===== src/rtl/axi_light_pkg.sv =====
// ============================================================================
// Module      : axi_light_pkg
// Description : Shared widths for the AXI-light register slice. Payload widths
//               are derived from the global address/data width macros.
// Revision    : 1.0 - initial release
// ============================================================================
`default_nettype none

`ifndef AXI_ADDR_WIDTH
`define AXI_ADDR_WIDTH 32
`endif
`ifndef AXI_DATA_WIDTH
`define AXI_DATA_WIDTH 32
`endif

package axi_light_pkg;

    localparam int ADDR_W = `AXI_ADDR_WIDTH;
    localparam int DATA_W = `AXI_DATA_WIDTH;
    localparam int STRB_W = DATA_W / 8;
    localparam int PROT_W = 3;
    localparam int RESP_W = 2;

    // Packed payload widths, one per channel
    localparam int AW_W = ADDR_W + PROT_W;   // {awaddr, awprot}
    localparam int W_W  = DATA_W + STRB_W;   // {wdata, wstrb}
    localparam int B_W  = RESP_W;            // {bresp}
    localparam int AR_W = ADDR_W + PROT_W;   // {araddr, arprot}
    localparam int R_W  = DATA_W + RESP_W;   // {rdata, rresp}

endpackage

`default_nettype wire


===== src/rtl/if_axi_light.sv =====
// ============================================================================
// Module      : if_axi_light
// Description : Lightweight AXI bundle (AW/W/B/AR/R, no IDs or bursts).
// Revision    : 1.0 - initial release
// ============================================================================
`default_nettype none

`ifndef AXI_ADDR_WIDTH
`define AXI_ADDR_WIDTH 32
`endif
`ifndef AXI_DATA_WIDTH
`define AXI_DATA_WIDTH 32
`endif

interface if_axi_light;

    logic                           awvalid;
    logic                           awready;
    logic [`AXI_ADDR_WIDTH-1:0]     awaddr;
    logic [2:0]                     awprot;

    logic                           wvalid;
    logic                           wready;
    logic [`AXI_DATA_WIDTH-1:0]     wdata;
    logic [`AXI_DATA_WIDTH/8-1:0]   wstrb;

    logic                           bvalid;
    logic                           bready;
    logic [1:0]                     bresp;

    logic                           arvalid;
    logic                           arready;
    logic [`AXI_ADDR_WIDTH-1:0]     araddr;
    logic [2:0]                     arprot;

    logic                           rvalid;
    logic                           rready;
    logic [`AXI_DATA_WIDTH-1:0]     rdata;
    logic [1:0]                     rresp;

    modport master (
        output awvalid, awaddr, awprot, input awready,
        output wvalid, wdata, wstrb,    input wready,
        input  bvalid, bresp,           output bready,
        output arvalid, araddr, arprot, input arready,
        input  rvalid, rdata, rresp,    output rready
    );

    modport slave (
        input  awvalid, awaddr, awprot, output awready,
        input  wvalid, wdata, wstrb,    output wready,
        output bvalid, bresp,           input bready,
        input  arvalid, araddr, arprot, output arready,
        output rvalid, rdata, rresp,    input rready
    );

endinterface

`default_nettype wire


===== src/rtl/axi_skid_buf.sv =====
// ============================================================================
// Module      : axi_skid_buf
// Description : Two-entry skid buffer (main + skid) for one valid/ready
//               channel. One-cycle forward latency, full throughput, and an
//               input ready that is purely registered.
// Revision    : 1.0 - initial release
// ============================================================================
`default_nettype none

module axi_skid_buf #(
    parameter int WIDTH = 8
) (
    input  logic             clk,
    input  logic             resetn,
    input  logic             i_in_valid,
    output logic             o_in_ready,
    input  logic [WIDTH-1:0] i_in_data,
    output logic             o_out_valid,
    input  logic             i_out_ready,
    output logic [WIDTH-1:0] o_out_data
);

    logic             r_main_valid;
    logic             r_skid_valid;
    logic             r_in_ready;
    logic [WIDTH-1:0] r_main_data;
    logic [WIDTH-1:0] r_skid_data;

    logic             w_in_fire;
    logic             w_out_fire;
    logic             w_main_valid_nxt;
    logic             w_skid_valid_nxt;
    logic             w_load_main_in;
    logic             w_load_main_skid;
    logic             w_load_skid;

    // Next-state decode. While skid is full r_in_ready is low, so an input
    // beat can never coincide with a skid-to-main move.
    always_comb begin
        w_in_fire        = i_in_valid & r_in_ready;
        w_out_fire       = r_main_valid & i_out_ready;
        w_main_valid_nxt = r_main_valid;
        w_skid_valid_nxt = r_skid_valid;
        w_load_main_in   = 1'b0;
        w_load_main_skid = 1'b0;
        w_load_skid      = 1'b0;

        if (w_out_fire && r_skid_valid) begin
            w_load_main_skid = 1'b1;
            w_main_valid_nxt = 1'b1;
            w_skid_valid_nxt = 1'b0;
        end else if (w_in_fire && (!r_main_valid || w_out_fire)) begin
            w_load_main_in   = 1'b1;
            w_main_valid_nxt = 1'b1;
        end else if (w_in_fire) begin
            w_load_skid      = 1'b1;
            w_skid_valid_nxt = 1'b1;
        end else if (w_out_fire) begin
            w_main_valid_nxt = 1'b0;
        end
    end

    // Occupancy flags and registered input ready; cleared asynchronously
    always_ff @(posedge clk or negedge resetn) begin
        if (!resetn) begin
            r_main_valid <= 1'b0;
            r_skid_valid <= 1'b0;
            r_in_ready   <= 1'b0;
        end else begin
            r_main_valid <= w_main_valid_nxt;
            r_skid_valid <= w_skid_valid_nxt;
            r_in_ready   <= ~w_skid_valid_nxt;
        end
    end

    // Payload storage needs no reset: it is only observed while valid is set
    always_ff @(posedge clk) begin
        if (w_load_main_in) begin
            r_main_data <= i_in_data;
        end else if (w_load_main_skid) begin
            r_main_data <= r_skid_data;
        end
        if (w_load_skid) begin
            r_skid_data <= i_in_data;
        end
    end

    assign o_in_ready  = r_in_ready;
    assign o_out_valid = r_main_valid;
    assign o_out_data  = r_main_data;

endmodule

`default_nettype wire


===== src/rtl/axi_skid_slice.sv =====
// ============================================================================
// Module      : axi_skid_slice
// Description : AXI-light register slice. Each of the five channels is either
//               a skid buffer or a wire, chosen by its REG_* parameter. The
//               channels are fully independent of each other.
// Revision    : 1.0 - initial release
// ============================================================================
`default_nettype none

module axi_skid_slice
    import axi_light_pkg::*;
#(
    parameter int REG_AW = 1,
    parameter int REG_W  = 1,
    parameter int REG_B  = 1,
    parameter int REG_AR = 1,
    parameter int REG_R  = 1
) (
    input  logic           clk,
    input  logic           resetn,
    if_axi_light.slave     s_axi,
    if_axi_light.master    m_axi
);

    logic [AW_W-1:0] w_aw_in, w_aw_out;
    logic [W_W-1:0]  w_w_in,  w_w_out;
    logic [B_W-1:0]  w_b_in,  w_b_out;
    logic [AR_W-1:0] w_ar_in, w_ar_out;
    logic [R_W-1:0]  w_r_in,  w_r_out;

    // Payload packing: requests flow s->m, responses flow m->s
    assign w_aw_in = {s_axi.awaddr, s_axi.awprot};
    assign w_w_in  = {s_axi.wdata,  s_axi.wstrb};
    assign w_b_in  = m_axi.bresp;
    assign w_ar_in = {s_axi.araddr, s_axi.arprot};
    assign w_r_in  = {m_axi.rdata,  m_axi.rresp};

    assign {m_axi.awaddr, m_axi.awprot} = w_aw_out;
    assign {m_axi.wdata,  m_axi.wstrb}  = w_w_out;
    assign s_axi.bresp                  = w_b_out;
    assign {m_axi.araddr, m_axi.arprot} = w_ar_out;
    assign {s_axi.rdata,  s_axi.rresp}  = w_r_out;

    generate
        if (REG_AW != 0) begin : g_aw_reg
            axi_skid_buf #(.WIDTH(AW_W)) u_buf (
                .clk(clk), .resetn(resetn),
                .i_in_valid(s_axi.awvalid), .o_in_ready(s_axi.awready), .i_in_data(w_aw_in),
                .o_out_valid(m_axi.awvalid), .i_out_ready(m_axi.awready), .o_out_data(w_aw_out)
            );
        end else begin : g_aw_pass
            assign m_axi.awvalid = s_axi.awvalid;
            assign s_axi.awready = m_axi.awready;
            assign w_aw_out      = w_aw_in;
        end

        if (REG_W != 0) begin : g_w_reg
            axi_skid_buf #(.WIDTH(W_W)) u_buf (
                .clk(clk), .resetn(resetn),
                .i_in_valid(s_axi.wvalid), .o_in_ready(s_axi.wready), .i_in_data(w_w_in),
                .o_out_valid(m_axi.wvalid), .i_out_ready(m_axi.wready), .o_out_data(w_w_out)
            );
        end else begin : g_w_pass
            assign m_axi.wvalid = s_axi.wvalid;
            assign s_axi.wready = m_axi.wready;
            assign w_w_out      = w_w_in;
        end

        if (REG_B != 0) begin : g_b_reg
            axi_skid_buf #(.WIDTH(B_W)) u_buf (
                .clk(clk), .resetn(resetn),
                .i_in_valid(m_axi.bvalid), .o_in_ready(m_axi.bready), .i_in_data(w_b_in),
                .o_out_valid(s_axi.bvalid), .i_out_ready(s_axi.bready), .o_out_data(w_b_out)
            );
        end else begin : g_b_pass
            assign s_axi.bvalid = m_axi.bvalid;
            assign m_axi.bready = s_axi.bready;
            assign w_b_out      = w_b_in;
        end

        if (REG_AR != 0) begin : g_ar_reg
            axi_skid_buf #(.WIDTH(AR_W)) u_buf (
                .clk(clk), .resetn(resetn),
                .i_in_valid(s_axi.arvalid), .o_in_ready(s_axi.arready), .i_in_data(w_ar_in),
                .o_out_valid(m_axi.arvalid), .i_out_ready(m_axi.arready), .o_out_data(w_ar_out)
            );
        end else begin : g_ar_pass
            assign m_axi.arvalid = s_axi.arvalid;
            assign s_axi.arready = m_axi.arready;
            assign w_ar_out      = w_ar_in;
        end

        if (REG_R != 0) begin : g_r_reg
            axi_skid_buf #(.WIDTH(R_W)) u_buf (
                .clk(clk), .resetn(resetn),
                .i_in_valid(m_axi.rvalid), .o_in_ready(m_axi.rready), .i_in_data(w_r_in),
                .o_out_valid(s_axi.rvalid), .i_out_ready(s_axi.rready), .o_out_data(w_r_out)
            );
        end else begin : g_r_pass
            assign s_axi.rvalid = m_axi.rvalid;
            assign m_axi.rready = s_axi.rready;
            assign w_r_out      = w_r_in;
        end
    endgenerate

endmodule

`default_nettype wire


===== src/flat_wrapper.sv =====
// flat-port wrapper written by rule: the top's interface ports become plain ports
module axi_skid_slice_flat import axi_light_pkg::*;
#(
    parameter int REG_AW = 1,
    parameter int REG_W  = 1,
    parameter int REG_B  = 1,
    parameter int REG_AR = 1,
    parameter int REG_R  = 1
)
  (clk, resetn, s_axi_awvalid, s_axi_awaddr, s_axi_awprot, s_axi_awready, s_axi_wvalid, s_axi_wdata, s_axi_wstrb, s_axi_wready, s_axi_bvalid, s_axi_bresp, s_axi_bready, s_axi_arvalid, s_axi_araddr, s_axi_arprot, s_axi_arready, s_axi_rvalid, s_axi_rdata, s_axi_rresp, s_axi_rready, m_axi_awvalid, m_axi_awaddr, m_axi_awprot, m_axi_awready, m_axi_wvalid, m_axi_wdata, m_axi_wstrb, m_axi_wready, m_axi_bvalid, m_axi_bresp, m_axi_bready, m_axi_arvalid, m_axi_araddr, m_axi_arprot, m_axi_arready, m_axi_rvalid, m_axi_rdata, m_axi_rresp, m_axi_rready);
  if_axi_light s_axi_i ();
  if_axi_light m_axi_i ();
  input  logic clk;
  input  logic resetn;
  input wire logic [$bits(s_axi_i.awvalid)-1:0] s_axi_awvalid;
  input wire logic [$bits(s_axi_i.awaddr)-1:0] s_axi_awaddr;
  input wire logic [$bits(s_axi_i.awprot)-1:0] s_axi_awprot;
  output wire logic [$bits(s_axi_i.awready)-1:0] s_axi_awready;
  input wire logic [$bits(s_axi_i.wvalid)-1:0] s_axi_wvalid;
  input wire logic [$bits(s_axi_i.wdata)-1:0] s_axi_wdata;
  input wire logic [$bits(s_axi_i.wstrb)-1:0] s_axi_wstrb;
  output wire logic [$bits(s_axi_i.wready)-1:0] s_axi_wready;
  output wire logic [$bits(s_axi_i.bvalid)-1:0] s_axi_bvalid;
  output wire logic [$bits(s_axi_i.bresp)-1:0] s_axi_bresp;
  input wire logic [$bits(s_axi_i.bready)-1:0] s_axi_bready;
  input wire logic [$bits(s_axi_i.arvalid)-1:0] s_axi_arvalid;
  input wire logic [$bits(s_axi_i.araddr)-1:0] s_axi_araddr;
  input wire logic [$bits(s_axi_i.arprot)-1:0] s_axi_arprot;
  output wire logic [$bits(s_axi_i.arready)-1:0] s_axi_arready;
  output wire logic [$bits(s_axi_i.rvalid)-1:0] s_axi_rvalid;
  output wire logic [$bits(s_axi_i.rdata)-1:0] s_axi_rdata;
  output wire logic [$bits(s_axi_i.rresp)-1:0] s_axi_rresp;
  input wire logic [$bits(s_axi_i.rready)-1:0] s_axi_rready;
  output wire logic [$bits(m_axi_i.awvalid)-1:0] m_axi_awvalid;
  output wire logic [$bits(m_axi_i.awaddr)-1:0] m_axi_awaddr;
  output wire logic [$bits(m_axi_i.awprot)-1:0] m_axi_awprot;
  input wire logic [$bits(m_axi_i.awready)-1:0] m_axi_awready;
  output wire logic [$bits(m_axi_i.wvalid)-1:0] m_axi_wvalid;
  output wire logic [$bits(m_axi_i.wdata)-1:0] m_axi_wdata;
  output wire logic [$bits(m_axi_i.wstrb)-1:0] m_axi_wstrb;
  input wire logic [$bits(m_axi_i.wready)-1:0] m_axi_wready;
  input wire logic [$bits(m_axi_i.bvalid)-1:0] m_axi_bvalid;
  input wire logic [$bits(m_axi_i.bresp)-1:0] m_axi_bresp;
  output wire logic [$bits(m_axi_i.bready)-1:0] m_axi_bready;
  output wire logic [$bits(m_axi_i.arvalid)-1:0] m_axi_arvalid;
  output wire logic [$bits(m_axi_i.araddr)-1:0] m_axi_araddr;
  output wire logic [$bits(m_axi_i.arprot)-1:0] m_axi_arprot;
  input wire logic [$bits(m_axi_i.arready)-1:0] m_axi_arready;
  input wire logic [$bits(m_axi_i.rvalid)-1:0] m_axi_rvalid;
  input wire logic [$bits(m_axi_i.rdata)-1:0] m_axi_rdata;
  input wire logic [$bits(m_axi_i.rresp)-1:0] m_axi_rresp;
  output wire logic [$bits(m_axi_i.rready)-1:0] m_axi_rready;
  assign s_axi_i.awvalid = s_axi_awvalid;
  assign s_axi_i.awaddr = s_axi_awaddr;
  assign s_axi_i.awprot = s_axi_awprot;
  assign s_axi_awready = s_axi_i.awready;
  assign s_axi_i.wvalid = s_axi_wvalid;
  assign s_axi_i.wdata = s_axi_wdata;
  assign s_axi_i.wstrb = s_axi_wstrb;
  assign s_axi_wready = s_axi_i.wready;
  assign s_axi_bvalid = s_axi_i.bvalid;
  assign s_axi_bresp = s_axi_i.bresp;
  assign s_axi_i.bready = s_axi_bready;
  assign s_axi_i.arvalid = s_axi_arvalid;
  assign s_axi_i.araddr = s_axi_araddr;
  assign s_axi_i.arprot = s_axi_arprot;
  assign s_axi_arready = s_axi_i.arready;
  assign s_axi_rvalid = s_axi_i.rvalid;
  assign s_axi_rdata = s_axi_i.rdata;
  assign s_axi_rresp = s_axi_i.rresp;
  assign s_axi_i.rready = s_axi_rready;
  assign m_axi_awvalid = m_axi_i.awvalid;
  assign m_axi_awaddr = m_axi_i.awaddr;
  assign m_axi_awprot = m_axi_i.awprot;
  assign m_axi_i.awready = m_axi_awready;
  assign m_axi_wvalid = m_axi_i.wvalid;
  assign m_axi_wdata = m_axi_i.wdata;
  assign m_axi_wstrb = m_axi_i.wstrb;
  assign m_axi_i.wready = m_axi_wready;
  assign m_axi_i.bvalid = m_axi_bvalid;
  assign m_axi_i.bresp = m_axi_bresp;
  assign m_axi_bready = m_axi_i.bready;
  assign m_axi_arvalid = m_axi_i.arvalid;
  assign m_axi_araddr = m_axi_i.araddr;
  assign m_axi_arprot = m_axi_i.arprot;
  assign m_axi_i.arready = m_axi_arready;
  assign m_axi_i.rvalid = m_axi_rvalid;
  assign m_axi_i.rdata = m_axi_rdata;
  assign m_axi_i.rresp = m_axi_rresp;
  assign m_axi_rready = m_axi_i.rready;
  axi_skid_slice #(.REG_AW(REG_AW), .REG_W(REG_W), .REG_B(REG_B), .REG_AR(REG_AR), .REG_R(REG_R)) u_core (.clk(clk), .resetn(resetn), .s_axi(s_axi_i), .m_axi(m_axi_i));
endmodule

===== config.mk =====
export PLATFORM = sky130hd
export DESIGN_NAME = axi_skid_slice_flat
export DESIGN_NICKNAME = d
export VERILOG_FILES = /design/src/rtl/axi_light_pkg.sv /design/src/rtl/if_axi_light.sv /design/src/rtl/axi_skid_buf.sv /design/src/rtl/axi_skid_slice.sv /design/src/flat_wrapper.sv
export SDC_FILE = /design/constraint.sdc
export NUM_CORES = 1
export LEC_CHECK = 0
export BUFFER_PORTS_ARGS = -buffer_cell sky130_fd_sc_hd__clkbuf_2
export CORE_MARGIN = 3
export CORE_UTILIZATION = 52
export DETAILED_ROUTE_END_ITERATION = 8
export PLACE_DENSITY_LB_ADDON = 0.08
export SYNTH_ARGS = -nofsm -noshare
export SYNTH_HDL_FRONTEND = slang
export SYNTH_SLANG_ARGS = --single-unit

===== constraint.sdc =====
create_clock -name clk -period 3.25 [get_ports clk]
set_clock_uncertainty 0.1 [all_clocks]
set_input_delay 0.65 -clock clk [delete_from_list [all_inputs] [get_ports clk]]
set_output_delay 0.65 -clock clk [all_outputs]
set_load 0.05 [all_outputs]

; ---- Word-level counts from Yosys, hierarchy flattened
; Cells that the tools add are included.
[word_totals]
ff_bits = 299
input_bits = 154
output_inout_bits = 152
word_cells = 155
[op_classes]
eq_ne = 5
mux = 75
n_bitwise = 15
reduce_logical = 35
[op_table]
columns = cell, count
row1 = $mux 35, 4
row2 = $mux 36, 2
row3 = $mux 34, 2
row4 = $mux 1, 65
row5 = $ne 3x1->1 const B, 5
row6 = $reduce_bool 3->1, 5
row7 = $and 1x1->1, 10
row8 = $logic_and 1x1->1, 10
row9 = $reduce_and 2->1, 5
row10 = $reduce_bool 2->1, 5
row11 = $logic_not 1->1, 5
row12 = $logic_or 1x1->1, 5
row13 = $not 1->1, 5
row14 = $mux 2, 2

; ---- Longest topological paths before layout
[logic_depth]
word_depth = 6
ltp_mapped = 4
ltp_nobuf = 3

; ---- Cells and area by module
; Synthesis repeated with hierarchy kept, for this count alone.
[unflattened]
hier_cells = 513
area_unflattened_um2 = 11031.8
[modules_own_cells]
columns = mod, instances, cells_per_inst, area_per_inst_um2, seq_area_each_um2
row1 = axi_skid_buf (u_core.g_ar_reg.u_buf ...), 2, 123, 2685.1, 2177.1
row2 = axi_skid_buf (u_core.g_w_reg.u_buf), 1, 126, 2757.6, 2237.1
row3 = axi_skid_buf (u_core.g_r_reg.u_buf), 1, 120, 2613.8, 2117.0
row4 = axi_skid_buf (u_core.g_b_reg.u_buf), 1, 21, 290.3, 195.2

; ---- Least setup slack after synthesis
; No wires, ideal clock.
[synth_path]
path_type = register -> register
start = register u_core.g_w_reg.u_buf.r_in_ready, in the netlist u_core.g_w_reg.u_buf.o_in_ready
end = register u_core.g_w_reg.u_buf.r_main_data[0], in the netlist u_core.g_w_reg.u_buf.o_out_data[0] (enable)
setup_ns = 0.441
t_arrival_ns = 2.658
required_time_ns = 2.709
setup_slack_ns = 0.051
path_stages_with_launch = 3
path_buffers = 0
period_less_slack_ns = 3.199
path_cell_list = dfrtp_1 > nand2_1 > a21oi_1
[synth_between]
elab_chain_cells = 5
[synth_rtl]
columns = item, line_no
row1 = "start, declared", axi_skid_buf.sv:25  ; logic r_in_ready;
row2 = "start signal, assigned", axi_skid_buf.sv:72  ; r_in_ready <= ~w_skid_valid_nxt;
row3 = $and 1x1->1, axi_skid_buf.sv:40  ; w_in_fire = i_in_valid & r_in_ready;
row4 = $logic_and 1x1->1, axi_skid_buf.sv:52  ; end else if (w_in_fire && (!r_main_valid || w_out_fire)) begin
row5 = $mux 1, axi_skid_buf.sv:52
row6 = $mux 1, axi_skid_buf.sv:48  ; if (w_out_fire && r_skid_valid) begin
row7 = $reduce_bool 2->1 (no source line), n/a
row8 = "end signal, assigned", axi_skid_buf.sv:79  ; r_main_data <= i_in_data;
row9 = "end signal, assigned", axi_skid_buf.sv:81  ; r_main_data <= r_skid_data;
row10 = "end, declared", axi_skid_buf.sv:26  ; logic [WIDTH-1:0] r_main_data;
; Every way passes these cells.
; A chain may end at the register's enable or synchronous reset.

; ---- Worst setup path in the final report
[layout_path]
start = register u_core.g_ar_reg.u_buf.r_main_valid, in the netlist u_core.g_ar_reg.u_buf.o_out_valid
end = output port m_axi_arvalid
[layout_rtl]
columns = item, line_no
row1 = "start, declared", axi_skid_buf.sv:23  ; logic r_main_valid;
row2 = "start signal, assigned", axi_skid_buf.sv:70  ; r_main_valid <= w_main_valid_nxt;
row3 = "end, declared", flat_wrapper.sv:45  ; output wire logic [$bits(m_axi_i.arvalid)-1:0] m_axi_arvalid;
; No word-level cell between the ends.

==> results.toml <==
[timing]
timing.setup.tns_ns = 0
layout_min_cycle_time_ns = 2.12
report.final.setup_viol = 0
slew_headroom_pct = 66.3
post_route_clock_period_utilization_pct = 65.3
max_freq_mhz = 471
rsz_0062_raised_after_global_routing = "false"
tightest_slew_ns = 0.504
report.final.hold_viol_count = 0
finalMaxSlewViolations = 0

[placed_design]
cell_area_placed_sq_um = 12900
buffer_ports.inserted = 305
hpwlAfterDp_mm = 15.1
final_weighted_congestion_in_routability_driven_placement = 0.757

[hold_path]
hold_path.startpoint = "s_axi_wdata[31]"
worst_hold_path_type = "primary input to register"

[power]
intPower_mw = 8.63
pwr-share-seq_pct = 41.8
peakVddDrop_mv = 0.567
switching_fraction_pct = 37.3
netSwitchingPower_mw = 5.13
p_leak_nw = 5.38
p_clk_share_pct = 24.7
comb_power_share_pct = 33.5
power_per_cell_area_nw_per_um2 = 986

[synth]
syn-num-nets = 667
part_of_the_yosys_area_used_for_sequential_elements_pct = 80.8
synth.most_common_cell = "edfxtp_1"
post-synth-top-area-fraction_pct = 77.3
synth_area_leader = "edfxtp_1"
synth.top_cells.by_area = "edfxtp_1, mux2_2, dfrtp_1"
synthesis.instances = 513
async_reset_ff_share_pct = 5.02
synth_top_cells_by_count = "edfxtp_1, mux2_2, nand2_1"
yosys_register_bits = 299
ys.warnings.count = 0
post_synthesis_instance_area_sq_um = 11000
ys_dominant_reg_cell = "edfxtp_1"
post_synth_edffs = 284
synthesis.area_per_instance_sq_um = 21.5
synth.lib_cells_used.distinct = 17

[clock_network]
clkLatencyLatePin_ns = 0.53
cts-htree-levels = 1
clkSinkCount = 299
cts-buffers-inserted = 30
clock_tree.buffer_depth = 3
post_cts.resized_instances = 0
clkTransAtPathRegs_ns = 0.06
tritoncts = "yes"
clk_root_buf = "clkbuf_16"
post_cts_setup_bufs = 0
cts_hold_buffers = 1

[detailed_routing]
routed_wire_length_per_instance_microns = 19.1
vias = 5908
finalWirelength_mm = 21.9
detailedRoute.firstIterationViolations = 286
residual_drc_count = 0
ant_nets = 0
routed_via_density = 5.16
detail_route.first_pass.iterations = 4

[floorplanning]
start_util_pct = 53.6
pin_count = 306
die_h_microns = 152
floorplan.die_area_sq_um = 23000
floorplan.rows = 52
width_of_the_die_microns = 152
core_area_sq_um = 20600

[global_route]
grt_start_max_net_pins = 36
grt_pass1_vias = 6076
grt_pass1_wl_mm = 32.0
grt.total_usage_pct = 17.9
antenna_found_initial = 0
grt_remaining_overflow = 0

[final_layout]
area.growth.synth_to_final_pct = 26.5
final_net_count = 1005
layout-drive-gt1-share_pct = 59.4
layout.core_utilization_pct = 67.8
n_antenna_cell = 0
post_route_cell_area_sq_um = 13900

[setup_path]
endpoint_type_of_the_worst_setup_path = "output pin"
worst_setup_path_start_kind = "register"
critical_path_class = "register to output pin"
cp_num_buf_inv = 1
critical_path_peak_fanout = 7
cp-startpoint = "u_core.g_ar_reg.u_buf.o_out_valid"
reg2reg_from = "u_core.g_w_reg.u_buf.o_out_valid"
slowest_stage = "dfrtp_1"
max_stage_delay_ns = 0.49
cp_cell_sequence = "clkbuf_2"
path_delay_family = "flip-flops"
cp_data_required_time_ns = 2.50
critical_path_arrival_ns = 1.37

[job]
max_cap_viol_count = 0

[status]
run_status = "finished, final reports clean"
[registers in the layout, summed over array words and instances, names as in the netlist, 2 cells and up]
register,count
u_core.g_ar_reg.u_buf.o_out_data,35
u_core.g_ar_reg.u_buf.r_skid_data,35
u_core.g_aw_reg.u_buf.o_out_data,35
u_core.g_aw_reg.u_buf.r_skid_data,35
u_core.g_b_reg.u_buf.o_out_data,2
u_core.g_b_reg.u_buf.r_skid_data,2
u_core.g_r_reg.u_buf.o_out_data,34
u_core.g_r_reg.u_buf.r_skid_data,34
u_core.g_w_reg.u_buf.o_out_data,36
u_core.g_w_reg.u_buf.r_skid_data,36
[path summary, 6_finish.rpt]
check	to	slack, ns	cells past startpoint
max	m_axi_arvalid	1.13	1
min	u_core.g_w_reg.u_buf.r_skid_data[35]	0.20	1
max reg2reg	u_core.g_w_reg.u_buf.r_skid_data[21]	1.27	3
min reg2reg	u_core.g_aw_reg.u_buf.o_out_data[17]	0.43	1
max in group asynchronous	u_core.g_r_reg.u_buf.o_out_valid	2.21	2
min in group asynchronous	u_core.g_r_reg.u_buf.r_skid_valid	0.52	2
[cell families (layout without fill, tap and decap cells)]
logic type      after synthesis  after routing  share of synthesized area (%)
flops                       299            299                           80.8
mux                         142            142                           14.5
simple gates                 35             35                           1.83
compound gates               20             20                           1.50
buf+inv                      17            379                           1.42
[power groups by stage]
stage          clock network (mW)  logic [mW]  registers, mW
2_1_floorplan                   0        1.27           8.07
3_3_place_gp                    0        4.57           5.79
3_5_place_dp                    0        4.66           5.83
4_1_cts                      3.48        4.67           5.76
5_1_grt                      3.64        4.85           5.83
6_report                     3.40        4.61           5.75
[final cells by class]
class	instances	area, sq um
Timing Repair Buffer	318	1650
Clock inverter	12	118
Clock buffer	44	885
Inverter	5	18.8
Sequential cell	299	8900
Tap cell	270	338
Multi-Input combinational cell	197	2040
Fill cell	1423	6610
[worst register-to-register path, cell delays in order, from the launching register on]
cell and delay, ns:
dfrtp_1 0.48, nor2b_1 0.31, nor2b_4 0.31, buf_4 0.42
[layout by cell type (no fill, tap or decap)]
cell           count
a21o_1             4
nand2b_4           4
a21oi_1            2
clkbuf_8           6
and2b_2            1
clkbuf_16         31
a21o_2             1
dfrtp_1           15
nor2b_2            1
a21oi_4            8
buf_4             10
nand2b_1           1
mux2_1             2
clkbuf_1           7
inv_1              5
a31oi_1            5
dlygate4sd3_1      1
nor2b_4            3
nand2_1           20
clkinv_1           4
clkinvlp_4         2
buf_12             2
bufinv_16          2
clkinv_2           2
clkbuf_2         305
edfxtp_1         284
nor2b_1            5
inv_6              2
mux2_2           140
[stage by stage]
step | instances | setup WS [ns] | hold WS [ns] | total power [mW]
global placement | 1088 | 1.01 | 0.412 | 10.4
global route | 1145 | 1.06 | 0.181 | 14.3
finish | 1145 | 1.13 | 0.203 | 13.8
floorplan | 513 | 0.0508 | 0.254 | 9.35
detailed placement | 1088 | 0.945 | 0.424 | 10.5
CTS | 1145 | 1.10 | 0.178 | 13.9
[metal layers]
layer / GRT usage, % / up-vias / routed length (microns)
met5: 0 / - / 0
met4: 5.03 / 0 / 509
met3: 6.69 / 43 / 2270
met2: 29.5 / 237 / 10700
met1: 22.5 / 2928 / 8430
li1: - / 2700 / -
No activity file was read; power rests on OpenSTA's default activity.
